`src/rtl/ddc_tune_ctrl.sv`:
```
// ---------------------------------------------------------------------------
// ddc_tune_ctrl
//
// Sequencing controller for the DDC receive chain. It owns the NCO phase
// increment. It holds the chain in reset after power-up and after every
// retune. It then discards the transient output samples of the chain. After
// that it forwards the packed I/Q words downstream with one clock of latency.
//
// Ports
//   clk        in   1   system clock, rising edge
//   rst        in   1   asynchronous active-high reset
//   tune_req   in   1   retune request (level, held until tune_ack)
//   tune_freq  in  32   new phase increment, sampled on acceptance
//   tune_ack   out  1   one-cycle acceptance pulse
//   phi_inc    out 32   NCO phase increment
//   chain_rst  out  1   active-high reset to the DSP chain
//   dsp_data   in  32   packed {I[15:0],Q[15:0]} from the chain
//   dsp_valid  in   1   chain output strobe
//   out_data   out 32   gated data downstream
//   out_valid  out  1   gated strobe downstream
//   busy       out  1   high while flushing or settling
//   tmo_err    out  1   sticky: last settle phase ended by timeout
//
// Optional build macro DDC_TUNE_STATS_EN adds these ports:
//   tune_cnt   out 16   count of accepted retunes, wraps
//   drop_cnt   out 16   count of discarded samples, saturates
// ---------------------------------------------------------------------------
module ddc_tune_ctrl #(
    parameter logic [31:0] FREQ_DEFAULT = 32'h5000_0000,
    parameter int          FLUSH_CYC    = 16,
    parameter int          SETTLE_SMP   = 64,
    parameter int          TIMEOUT_CYC  = 65535
) (
    input  logic        clk,
    input  logic        rst,
    input  logic        tune_req,
    input  logic [31:0] tune_freq,
    output logic        tune_ack,
    output logic [31:0] phi_inc,
    output logic        chain_rst,
    input  logic [31:0] dsp_data,
    input  logic        dsp_valid,
    output logic [31:0] out_data,
    output logic        out_valid,
    output logic        busy,
    output logic        tmo_err
`ifdef DDC_TUNE_STATS_EN
    ,
    output logic [15:0] tune_cnt,
    output logic [15:0] drop_cnt
`endif
);

    localparam int FW = $clog2(FLUSH_CYC) + 1;
    localparam int SW = $clog2(SETTLE_SMP) + 1;
    localparam int TW = $clog2(TIMEOUT_CYC) + 1;

    localparam logic [FW-1:0] FLUSH_LAST = FW'(FLUSH_CYC - 1);
    localparam logic [SW-1:0] SMP_LAST   = SW'((SETTLE_SMP > 0) ? SETTLE_SMP - 1 : 0);
    localparam logic [TW-1:0] TMO_LAST   = TW'(TIMEOUT_CYC - 1);
    localparam logic [FW-1:0] FLUSH_INC  = FW'(1);
    localparam logic [SW-1:0] SMP_INC    = SW'(1);
    localparam logic [TW-1:0] TMO_INC    = TW'(1);

    // With no samples to discard, the flush goes straight to RUN.
    localparam bit SKIP_SETTLE = (SETTLE_SMP == 0);

    typedef enum logic [1:0] {
        ST_FLUSH  = 2'b00,
        ST_SETTLE = 2'b01,
        ST_RUN    = 2'b10
    } state_t;

    state_t        state_r;
    logic [FW-1:0] flush_cnt_r;
    logic [SW-1:0] smp_cnt_r;
    logic [TW-1:0] cyc_cnt_r;

    logic accept_s;
    logic flush_done_s;
    logic smp_done_s;
    logic tmo_hit_s;

    // Decode the acceptance and phase-completion events for the current cycle.
    always_comb begin
        accept_s     = tune_req && (state_r != ST_FLUSH);
        flush_done_s = (state_r == ST_FLUSH) && (flush_cnt_r == FLUSH_LAST);
        smp_done_s   = (state_r == ST_SETTLE) && dsp_valid && (smp_cnt_r == SMP_LAST);
        tmo_hit_s    = (state_r == ST_SETTLE) && (cyc_cnt_r == TMO_LAST);
    end

    // Sequencer: state, counters and all registered outputs.
    always_ff @(posedge clk or posedge rst) begin
        if (rst) begin
            state_r     <= ST_FLUSH;
            flush_cnt_r <= {FW{1'b0}};
            smp_cnt_r   <= {SW{1'b0}};
            cyc_cnt_r   <= {TW{1'b0}};
            phi_inc     <= FREQ_DEFAULT;
            chain_rst   <= 1'b1;
            busy        <= 1'b1;
            tune_ack    <= 1'b0;
            out_data    <= 32'h0000_0000;
            out_valid   <= 1'b0;
            tmo_err     <= 1'b0;
        end else if (accept_s) begin
            // A retune takes priority over any settle exit in the same cycle.
            // Any sample that arrives in this cycle is dropped.
            state_r     <= ST_FLUSH;
            flush_cnt_r <= {FW{1'b0}};
            smp_cnt_r   <= {SW{1'b0}};
            cyc_cnt_r   <= {TW{1'b0}};
            phi_inc     <= tune_freq;
            chain_rst   <= 1'b1;
            busy        <= 1'b1;
            tune_ack    <= 1'b1;
            out_valid   <= 1'b0;
            tmo_err     <= 1'b0;
        end else begin
            tune_ack <= 1'b0;
            case (state_r)
                ST_FLUSH: begin
                    out_valid <= 1'b0;
                    if (flush_done_s) begin
                        flush_cnt_r <= {FW{1'b0}};
                        smp_cnt_r   <= {SW{1'b0}};
                        cyc_cnt_r   <= {TW{1'b0}};
                        chain_rst   <= 1'b0;
                        if (SKIP_SETTLE) begin
                            state_r <= ST_RUN;
                            busy    <= 1'b0;
                        end else begin
                            state_r <= ST_SETTLE;
                            busy    <= 1'b1;
                        end
                    end else begin
                        flush_cnt_r <= flush_cnt_r + FLUSH_INC;
                    end
                end
                ST_SETTLE: begin
                    out_valid <= 1'b0;
                    if (smp_done_s) begin
                        // The normal exit wins over a timeout in the same cycle.
                        state_r   <= ST_RUN;
                        busy      <= 1'b0;
                        smp_cnt_r <= {SW{1'b0}};
                        cyc_cnt_r <= {TW{1'b0}};
                    end else if (tmo_hit_s) begin
                        state_r   <= ST_RUN;
                        busy      <= 1'b0;
                        tmo_err   <= 1'b1;
                        smp_cnt_r <= {SW{1'b0}};
                        cyc_cnt_r <= {TW{1'b0}};
                    end else begin
                        cyc_cnt_r <= cyc_cnt_r + TMO_INC;
                        if (dsp_valid) begin
                            smp_cnt_r <= smp_cnt_r + SMP_INC;
                        end else begin
                            smp_cnt_r <= smp_cnt_r;
                        end
                    end
                end
                ST_RUN: begin
                    out_valid <= dsp_valid;
                    if (dsp_valid) begin
                        out_data <= dsp_data;
                    end else begin
                        out_data <= out_data;
                    end
                end
                default: begin
                    state_r     <= ST_FLUSH;
                    flush_cnt_r <= {FW{1'b0}};
                    smp_cnt_r   <= {SW{1'b0}};
                    cyc_cnt_r   <= {TW{1'b0}};
                    chain_rst   <= 1'b1;
                    busy        <= 1'b1;
                    out_valid   <= 1'b0;
                end
            endcase
        end
    end

`ifdef DDC_TUNE_STATS_EN
    // Statistics counters. They are cleared by rst only and survive retunes.
    always_ff @(posedge clk or posedge rst) begin
        if (rst) begin
            tune_cnt <= 16'h0000;
            drop_cnt <= 16'h0000;
        end else begin
            if (accept_s) begin
                tune_cnt <= tune_cnt + 16'h0001;
            end else begin
                tune_cnt <= tune_cnt;
            end
            if (dsp_valid && ((state_r != ST_RUN) || accept_s) && (drop_cnt != 16'hFFFF)) begin
                drop_cnt <= drop_cnt + 16'h0001;
            end else begin
                drop_cnt <= drop_cnt;
            end
        end
    end
`endif

endmodule
```
`config.mk`:
```
export PLATFORM = sky130hd
export DESIGN_NAME = ddc_tune_ctrl
export DESIGN_NICKNAME = d
export VERILOG_FILES = /design/src/rtl/ddc_tune_ctrl.sv
export SDC_FILE = /design/constraint.sdc
export NUM_CORES = 1
export LEC_CHECK = 0
export BUFFER_PORTS_ARGS = -buffer_cell sky130_fd_sc_hd__buf_2
export CAP_MARGIN = 10
export CELL_PAD_IN_SITES_DETAIL_PLACEMENT = 2
export CELL_PAD_IN_SITES_GLOBAL_PLACEMENT = 2
export CORE_MARGIN = 8
export CORE_UTILIZATION = 31
export DETAILED_ROUTE_END_ITERATION = 8
export GPL_ROUTABILITY_DRIVEN = 0
export GPL_TIMING_DRIVEN = 0
export PLACE_DENSITY = 0.83
export SLEW_MARGIN = 20
export SYNTH_ARGS = -nofsm -noshare
export SYNTH_HDL_FRONTEND = slang
export SYNTH_SLANG_ARGS = --single-unit
```
`constraint.sdc`:
```
create_clock -name clk -period 3.9 [get_ports clk]
set_input_delay 0.585 -clock clk [delete_from_list [all_inputs] [get_ports clk]]
set_output_delay 0.585 -clock clk [all_outputs]
set_load 0.02 [all_outputs]
```
Word level (Yosys, flattened, before mapping)
Cells that the tools add are included.
{ "word_totals": {"ff_bits": 100, "out_inout_bits": 69} }
{ "classes": {"add_sub_neg": 3, "eq_ne": 11, "muxes": 34, "bitwise_logic": 1, "reduce_logical": 16} }
{ "op_table": {"columns": ["cell", "n"], "rows": [
  ["2-to-1 mux 17 bit", 4],
  ["case mux 17 bit (3 select lines)", 1],
  ["2-to-1 mux 7 bit", 5],
  ["case mux 7 bit (3 select lines)", 1],
  ["adder 17 x 1 -> 17 bit (second input constant)", 1],
  ["equality test 17 x 16 -> 1 bit (second input constant)", 1],
  ["2-to-1 mux 1 bit", 13],
  ["AND reduction 3 bit", 4],
  ["2-to-1 mux 5 bit", 2],
  ["case mux 5 bit (2 select lines)", 1],
  ["2-to-1 mux 2 bit", 4],
  ["adder 7 x 1 -> 7 bit (second input constant)", 1],
  ["equality test 7 x 6 -> 1 bit (second input constant)", 1],
  ["case mux 2 bit (3 select lines)", 1],
  ["nonzero test 2 bit", 3],
  ["adder 5 x 1 -> 5 bit (second input constant)", 1],
  ["equality test 5 x 4 -> 1 bit (second input constant)", 1],
  ["logical AND 1 bit", 5],
  ["!= test 5 bit (second input constant)", 1],
  ["!= test 2 bit (second input constant)", 2],
  ["!= test 4 bit (second input constant)", 1],
  ["AND reduction 2 bit", 2],
  ["!= test 3 bit (second input constant)", 1],
  ["case mux 1 bit (3 select lines)", 1],
  ["7 further kinds", 7]
]} }

Depth between registers and ports, before layout
Gate-level depths: netlist of the first run.
{ "logic_depth": {"word_depth": 6, "depth_mapped": 9, "mapped_depth_nobuf": 7} }

Worst setup path before layout of the first run
OpenSTA, ideal clock, no wires.
{ "synth_path": {"path_type": "reg-to-reg", "startpoint": "register state_r[0]", "endpoint": "register out_data[0]", "arrival_ns": 1.862, "t_required_ns": 3.775, "slack_ns": 1.913, "stages_incl_launch_ff": 8, "path_buffers": 2, "synth_period_minus_slack_ns": 1.987, "path_cell_list": "dfrtp_1 -> inv_1 -> ha_1 -> nand2b_1 -> buf_2 -> nand3_1 -> clkbuf_1 -> mux2_2"} }
{ "synth_between": {"elab_chain_len": 4, "elab_cells_between_ends": 5, "classes_between": "eq/ne: 1; bitwise: 1; reduce/logical: 3"} }
{ "synth_lines": {"columns": ["item", "line", "rtl"], "rows": [
  ["start, declared", "74", "state_t state_r;"],
  ["start signal, assigned", "95", "state_r <= ST_FLUSH;"],
  ["start signal, assigned", "109", "state_r <= ST_FLUSH;"],
  ["start signal, assigned", "130", "state_r <= ST_RUN;"],
  ["nonzero test 2 bit", "86", "accept_s = tune_req && (state_r != ST_FLUSH);"],
  ["logical AND 1 bit", "86", null],
  ["NOT 1 bit (no source line)", null, null],
  ["AND reduction 3 bit (no source line) (*)", null, null],
  ["end signal, assigned", "166", "out_data <= dsp_data;"],
  ["end signal, assigned", "168", "out_data <= out_data;"],
  ["end, declared", "43", "output logic [31:0] out_data,"]
]} }
Mark *: on every way between the ends. The rest lies on a longest branch, timed or not.
A chain may end at the register's enable or synchronous reset.

Worst setup path after layout of the first run
{ "layout_path": {"startpoint": "register state_r[1]", "endpoint": "register smp_cnt_r[4]"} }
{ "layout_between": {"elab_chain_len": 6, "elab_cells_between_ends": 17, "classes_between": "eq/ne: 5; mux: 4; reduce/logical: 8"} }
{ "layout_lines": {"columns": ["item", "line", "rtl"], "rows": [
  ["equality test 2 x 1 -> 1 bit", "88, 89, 121", null],
  ["logical AND 1 bit (on tied branches)", "89, 88", null],
  ["2-to-1 mux 7 bit / logical AND 1 bit (equally long branches)", "148, 88", null],
  ["2-to-1 mux 7 bit", "142", "if (smp_done_s) begin"],
  ["case mux 7 bit (3 select lines)", "121", "case (state_r)"],
  ["2-to-1 mux 7 bit", "106", "end else if (accept_s) begin"],
  ["end signal, assigned", "111", "smp_cnt_r <= {SW{1'b0}};"],
  ["end signal, assigned", "146", "smp_cnt_r <= {SW{1'b0}};"],
  ["end signal, assigned", "152", "smp_cnt_r <= {SW{1'b0}};"],
  ["end, declared", "76", "logic [SW-1:0] smp_cnt_r;"]
]} }
Several ways; a longest one is shown, not always the timed one.

==> results.md, run 1 <==
* Via density at a little under 5
* DRC at 0
* Horiz. Die Dim at approximately 130 um
* CP Launch Type: register
* Initial Util at between 30% and 40%
* CTS Buffer Depth at 2
* Slowest CP cell: dfrtp_1
* Syn Nets at 501
* WP data required at 4.15 ns
* CTS root buffer: clkbuf_16
* Core area at 0.0138 sq mm
* Initial antenna violation count at 0
* Vias in the first global route at approximately 4,400
* Slew HR at a little over half
* Max-slew violations at 0
* Post-synthesis cell area at around 0.0044 sq mm
* Leading cell types in the layout, fill and taps excluded: buf_2 (138), nand2_1 (117), dfrtp_1 (96)
* Crit-path max FO at 10
* Commonest non-fill, non-tap cell in the layout: buf_2
* Number of max-cap violations at 0
* CTS Sinks at 100
* Via count at about 3,700
* TritonCTS Buffers at 9
* Setup ws final at approximately 1.4 ns
* Number of synthesis warnings at 0
* Final Skew at between 0.009 and 0.01 ns
* Netlist cell types at 46
* Pre-CTS setup slack at around 1.4 ns
* Number of synthesized flops with an enable pin at 0
* Drt first pass iters at 4
* Leak at approximately 0.0028 uW
* Status: completed
* Reg2Reg Setup Slack at 1.35 ns
* Critical path data arrival time at 2.80 ns
* GRT Util Overall at 15.9%
* Setup Fix Bufs, Post-CTS at 0
* Synth-to-layout area growth at 29.4%
* Synth Flop Type: dfrtp_1
* Initial drt markers at 100
* Fraction of registers with async set/reset at 100%
* Period utilization at between 60% and 70%
* Crit. End Element: register
* Die ar. at 0.0182 sq mm
* GRT overflow at 0
* RSZ-0062 raised after global routing: no
* Seq/Total Area, Yosys at around 57%
* Final Setup Violations at 0
* Sum Neg Setup Slack at 0 ns
* Die H at around 130 um
* Worst ir drop on vdd at between 0.3 and 0.4 mV
* Met3 usage at between 7 and 8%
* Worst r2r src: state_r[1]
* Met1 Use GR at ~16%
* # IOs at 137
* Largest net degree at the start of global routing at between 60 and 70
* Setup CP Type: reg2reg
* Cell area power density at about 800 mW/mm^2
* Hold Path Class: in2async
* Post-cts hold buffer count at 0
* Grt met2 use at between 20% and 30%
* Worst hold slack at approximately 0.23 ns
* Routed wire length per instance at about 19 um
* Clock network latency to the later pin of the worst-skew pair at 0.35 ns
* Final-stage net count at approximately 650
* Register bit total from synthesis at 100
* First-pass GRT wire length at 23.0 mm
* GRT busiest layer: met2
* Post-Syn Instances at about 420
* Fmax at between 0.3 and 0.4 GHz
* FF-to-FF End: smp_cnt_r[4]
* Avg Cell Area, Syn at around 10 sq um
* H-tree Lvls at 3
* Delay of the slowest cell on the worst path at just over 0.4 ns
* CTS tree: done
* Site Rows at 43
* # port buffers at about 140
* Routed Antenna Nets at 0
* Post-DP HPWL at roughly 11 mm
* Total power at about 4500 uW
* CP Cell Sequence: inv_1 -> ha_1 -> nand2b_1 -> buf_2 -> o2bb2ai_1 -> buf_2 -> clkbuf_1 -> o21ai_0 -> o31ai_1
* Crit-path most repeated cell: buf_2
* Final worst path period need at approximately 2.5 ns
* FF-to-FF path depth at 9
* Routed WL at roughly 14 mm
* Post-CTS Resized at 0
* Worst-Margin Slew at 0.687 ns
* Fin. Hold Viols at 0
* Clk pin slew, worst setup/hold paths at ~0.070 ns
* Share of layout cells above drive strength 1 at between 30% and 40%
flip-flops by register name (all words and copies together) (netlist names):
| signal | flops |
|---|---|
| out_valid | 1 |
| busy | 1 |
| phi_inc | 32 |
| cyc_cnt_r | 17 |
| flush_cnt_r | 5 |
| state_r | 2 |
| tmo_err | 1 |
| tune_ack | 1 |
| chain_rst | 1 |
| smp_cnt_r | 7 |
| out_data | 32 |
area by class of cell:
| class | count | area, sq um |
|---|---|---|
| clock buffers | 10 | 239 |
| diodes | 1 | 2.50 |
| flip-flops and latches | 100 | 2510 |
| repair buffers | 136 | 703 |
| fillers | 1504 | 8160 |
| multi-input cells | 289 | 1730 |
| clock inverters | 6 | 111 |
| plain buffers | 18 | 78.8 |
| well taps | 180 | 225 |
| inverters | 17 | 68.8 |
worst max-delay path, delay by kind of cell (launching register included):
kind / cells / cell delay [ns]
AO/OA/AOI/OAI: 3 / 0.50
flip-flops: 1 / 0.41
adder cells (fa/ha/maj): 1 / 0.26
buffers and inverters: 4 / 1.16
AND/OR/NAND/NOR: 1 / 0.12
synth_stat cells (5+ instances only):
cell	instances	area, sq um
o21ai_0	17	85.1
dfrtp_1	96	2400
a21oi_1	10	50.1
nand2_1	117	439
nand3_1	20	100
or3_1	6	37.5
inv_1	17	63.8
ha_1	9	113
nand4_1	6	37.5
o31ai_1	5	37.5
clkbuf_1	10	37.5
mux2_2	32	360
nor2_1	14	52.6
worst max path at each step:
stage / from / endpoint / slack [ns] / cells past startpoint
after CTS: state_r[0] / smp_cnt_r[4] / 1.35 / 9
after detailed placement: state_r[1] / smp_cnt_r[4] / 1.41 / 9
after floorplan: rst / cyc_cnt_r[0] / 0.70 / 1
final: state_r[1] / smp_cnt_r[4] / 1.35 / 9
after global routing: state_r[0] / smp_cnt_r[4] / 1.14 / 9
after global placement: rst / phi_inc[24] / -0.59 / 2
through the flow:
stage / util [%] / instances / cell area (sq um)
global placement: 38.2 / 739 / 5280
CTS: 41.0 / 756 / 5670
detailed placement: 38.4 / 740 / 5320
global route: 41.0 / 756 / 5670
finish: 41.0 / 757 / 5670
floorplan: - / 424 / 4380
logic make-up (layout without fill, tap and decap cells):
family / count (synthesis) / in the layout / share of synthesized area (%)
XOR/XNOR: 5 / 5 / 1.00
AND/OR/NAND/NOR: 186 / 186 / 19.3
adder cells (fa/ha/maj): 9 / 9 / 2.57
other: 0 / 1 / 0
buffers and inverters: 35 / 187 / 3.26
multiplexers: 34 / 34 / 8.68
AO/OA/AOI/OAI: 55 / 55 / 8.00
flip-flops: 100 / 100 / 57.2
layer usage:
layer  up-vias  routed length (um)
met1      1868                5410
met2        96                7390
li1       1730                   -
met3        17                1110
met5         -                   0
met4         0                 195
power breakdown:
part | internal (uW) | switching, uW
Combinational | 639 | 1240
Sequential | 1410 | 209
Clock | 644 | 399
(Power assumes the default switching activity.)
==> inputs of run 2 (changes only) <==
Settings changed: CORE_UTILIZATION 31 to 28, PLACE_DENSITY 0.83 to 0.79.
Clock period 3.9 ns to 2.1 ns, I/O delays scaled along.
==> run 2 against run 1 <==
Net effect:
- register-to-register slack got worse by 1.3 ns
- design area rose by 4.9%
- sequential share of layout area down 2.0 points
- final cell count rose by 6.5%
- clock power rose by 63%
- sequential power grew 86%
- clock skew up 0.0043 ns
- critical path type unchanged
- maximum frequency increased by 25%
- utilization down 2.0 points
- combinational power rose by 110%
- clock-buffer cell count up 1
- global-route usage fell by 0.68 points
==> results.md, run 2 (synthesis results as in run 1) <==
* CTS Buffer Depth at 2 (unchanged)
* CP Cell Sequence: inv_1 -> ha_2 -> nand4b_1 -> or4_4 -> buf_6 -> buf_4 -> nand3_2 -> o21ai_0 -> a22o_1
* Total power at 8580 uW (+89%)
* Routed wire length per instance at 18.7 um (+0.26%)
* Design area at 0.00595 sq mm (+4.9%)
* Critical path data arrival time at 2.27 ns (-0.53 ns)
* CTS Sinks at 100 (unchanged)
* First-pass GRT wire length at 24.0 mm (+4.1%)
* Fin. Hold Viols at 0 (unchanged)
* Period utilization at 96.9% (+32 points)
* Core area at 0.0153 sq mm (+10%)
* GRT overflow at 0 (unchanged)
* H-tree Lvls at 3 (unchanged)
* DR WL met3 at 1.02 mm (-7.9%)
* Core Util, Final at 39.0% (-2.0 points)
* Hold Path Class: in2reg
* Fmax at 0.491 GHz (+25%)
* Site Rows at 45 (+4.7%)
* Horiz. Die Dim at 141 um (+4.6%)
* Number of max-cap violations at 0 (unchanged)
* WP data required at 2.33 ns (-1.82 ns)
* Worst-Margin Slew at 0.503 ns (-0.184 ns)
* Largest regs: out_data (32), phi_inc (32), cyc_cnt_r (17)
* Slowest CP cell: or4_4
* Largest net degree at the start of global routing at 33 (-49%)
* GRT Util Overall at 15.2% (-0.68 points)
* Final-stage net count at 665 (+2.6%)
* Initial Util at 28.7% (-3.0 points)
* Setup CP Type: reg2reg
* Drt first pass iters at 4 (unchanged)
* Final Setup Violations at 0 (unchanged)
* Commonest non-fill, non-tap cell in the layout: buf_2
* Crit-path max FO at 4 (-6)
* Crit. End Element: register
* Max-slew violations at 0 (unchanged)
* Die H at 141 um (+4.6%)
* Final Skew at 0.0141 ns (+0.00431 ns)
* # IOs at 137 (unchanged)
* Clk pin slew, worst setup/hold paths at 0.07 ns (about the same)
* Synth-to-layout area growth at 35.8%
* Via count at 3,834 (+3.3%)
* DRC at 0 (unchanged)
* Worst ir drop on vdd at 0.689 mV (+86%)
* Vias in the first global route at 4,391 (+0.046%)
* CTS tree: done
* Slew HR at 66.1% (+12 points)
* Via density at 4.76 (-3.0%)
* Clock network latency to the later pin of the worst-skew pair at 0.36 ns (about the same)
* Top Layer Used: met5
* # port buffers at 135 (unchanged)
* Metal2 WL at 7.89 mm (+6.8%)
* Leading cell types in the layout, fill and taps excluded: buf_2 (138), nand2_1 (117), dfrtp_1 (93)
* Final worst path period need at 2.04 ns (-0.511 ns)
* Placed Instance Area at 0.00539 sq mm (+1.3%)
* Initial antenna violation count at 2 (+2)
* Share of layout cells above drive strength 1 at 40.6% (+6.1 points)
* Met1 wire length at 5.65 mm (+4.5%)
* Cell area power density at 1440 mW/mm^2 (+80%)
* Routed WL at 15.0 mm (+6.7%)
* Initial drt markers at 134 (+34%)
* CTS root buffer: clkbuf_16
* CP Launch Type: register
* Leak at 0.00294 uW (+3.3%)
* Delay of the slowest cell on the worst path at 0.45 ns (+0.04 ns)
* Post-DP HPWL at 10.7 mm (+0.63%)
* Reg2Reg Setup Slack at 0.06 ns (-1.29 ns)
* Routed Antenna Nets at 0 (unchanged)
* Die ar. at 0.0199 sq mm (+9.4%)
* TritonCTS Buffers at 9 (unchanged)
* Status: completed
run 2: path summary, 6_finish.rpt:
path	start	endpoint	depth (start not counted)
min in group asynchronous	rst	tune_ack	3
hold reg to reg	phi_inc[30]	phi_inc[30]	2
hold / removal	tune_freq[0]	phi_inc[0]	3
max in group asynchronous	rst	busy	5
setup reg to reg	cyc_cnt_r[0]	smp_cnt_r[3]	9
setup / recovery	cyc_cnt_r[0]	smp_cnt_r[3]	9
run 2: power breakdown:
group / internal (uW) / switching [uW] / total (uW)
combinational: 1440 / 2430 / 3870
sequential: 2620 / 390 / 3010
clock: 930 / 762 / 1690
run 2: area by class of cell:
class	instances	area, sq um
fillers	1661	9310
flip-flops and latches	100	2510
multi-input cells	289	1830
repair buffers	154	871
well taps	211	264
clock buffers	11	233
plain buffers	17	101
inverters	17	70.1
clock inverters	5	62.6
diodes	2	5.00
run 2: worst max-delay path: cells and delay by family, from the launching register on:
family	cells	cell delay [ns]
AO/OA/AOI/OAI	2	0.30
adder cells (fa/ha/maj)	1	0.16
buffers and inverters	3	0.36
flip-flops	1	0.42
AND/OR/NAND/NOR	3	0.70
run 2: what timing repair did:
action / 4_1_cts / 5_1_grt
setup buffers: 7 / 8
hold buffers: 1 / 0
pin swaps: 2 / 3
endpoints found under the hold margin: 15 / 0
setup endpoints to repair: 85 / 57
gates cloned: 0 / 0
gates resized for setup: 29 / 17
run 2: per-layer routing:
layer | up-vias | global-route usage (%)
met5 | - | 0
met4 | 2 | 6.67
met3 | 18 | 6.35
met2 | 96 | 26.4
met1 | 1948 | 15.9
li1 | 1770 | -
run 2: through the flow:
stage	instances	hold slack (ns)	setup WS (ns)	TNS, ns
floorplan	424	0.398	0.113	0
global placement	770	0.446	-0.343	-25.41
detailed placement	773	0.336	-0.495	-20.05
CTS	797	0.141	-0.000705	-0.000705
global route	805	0.147	-0.00450	-0.00618
finish	806	0.154	0.0646	0
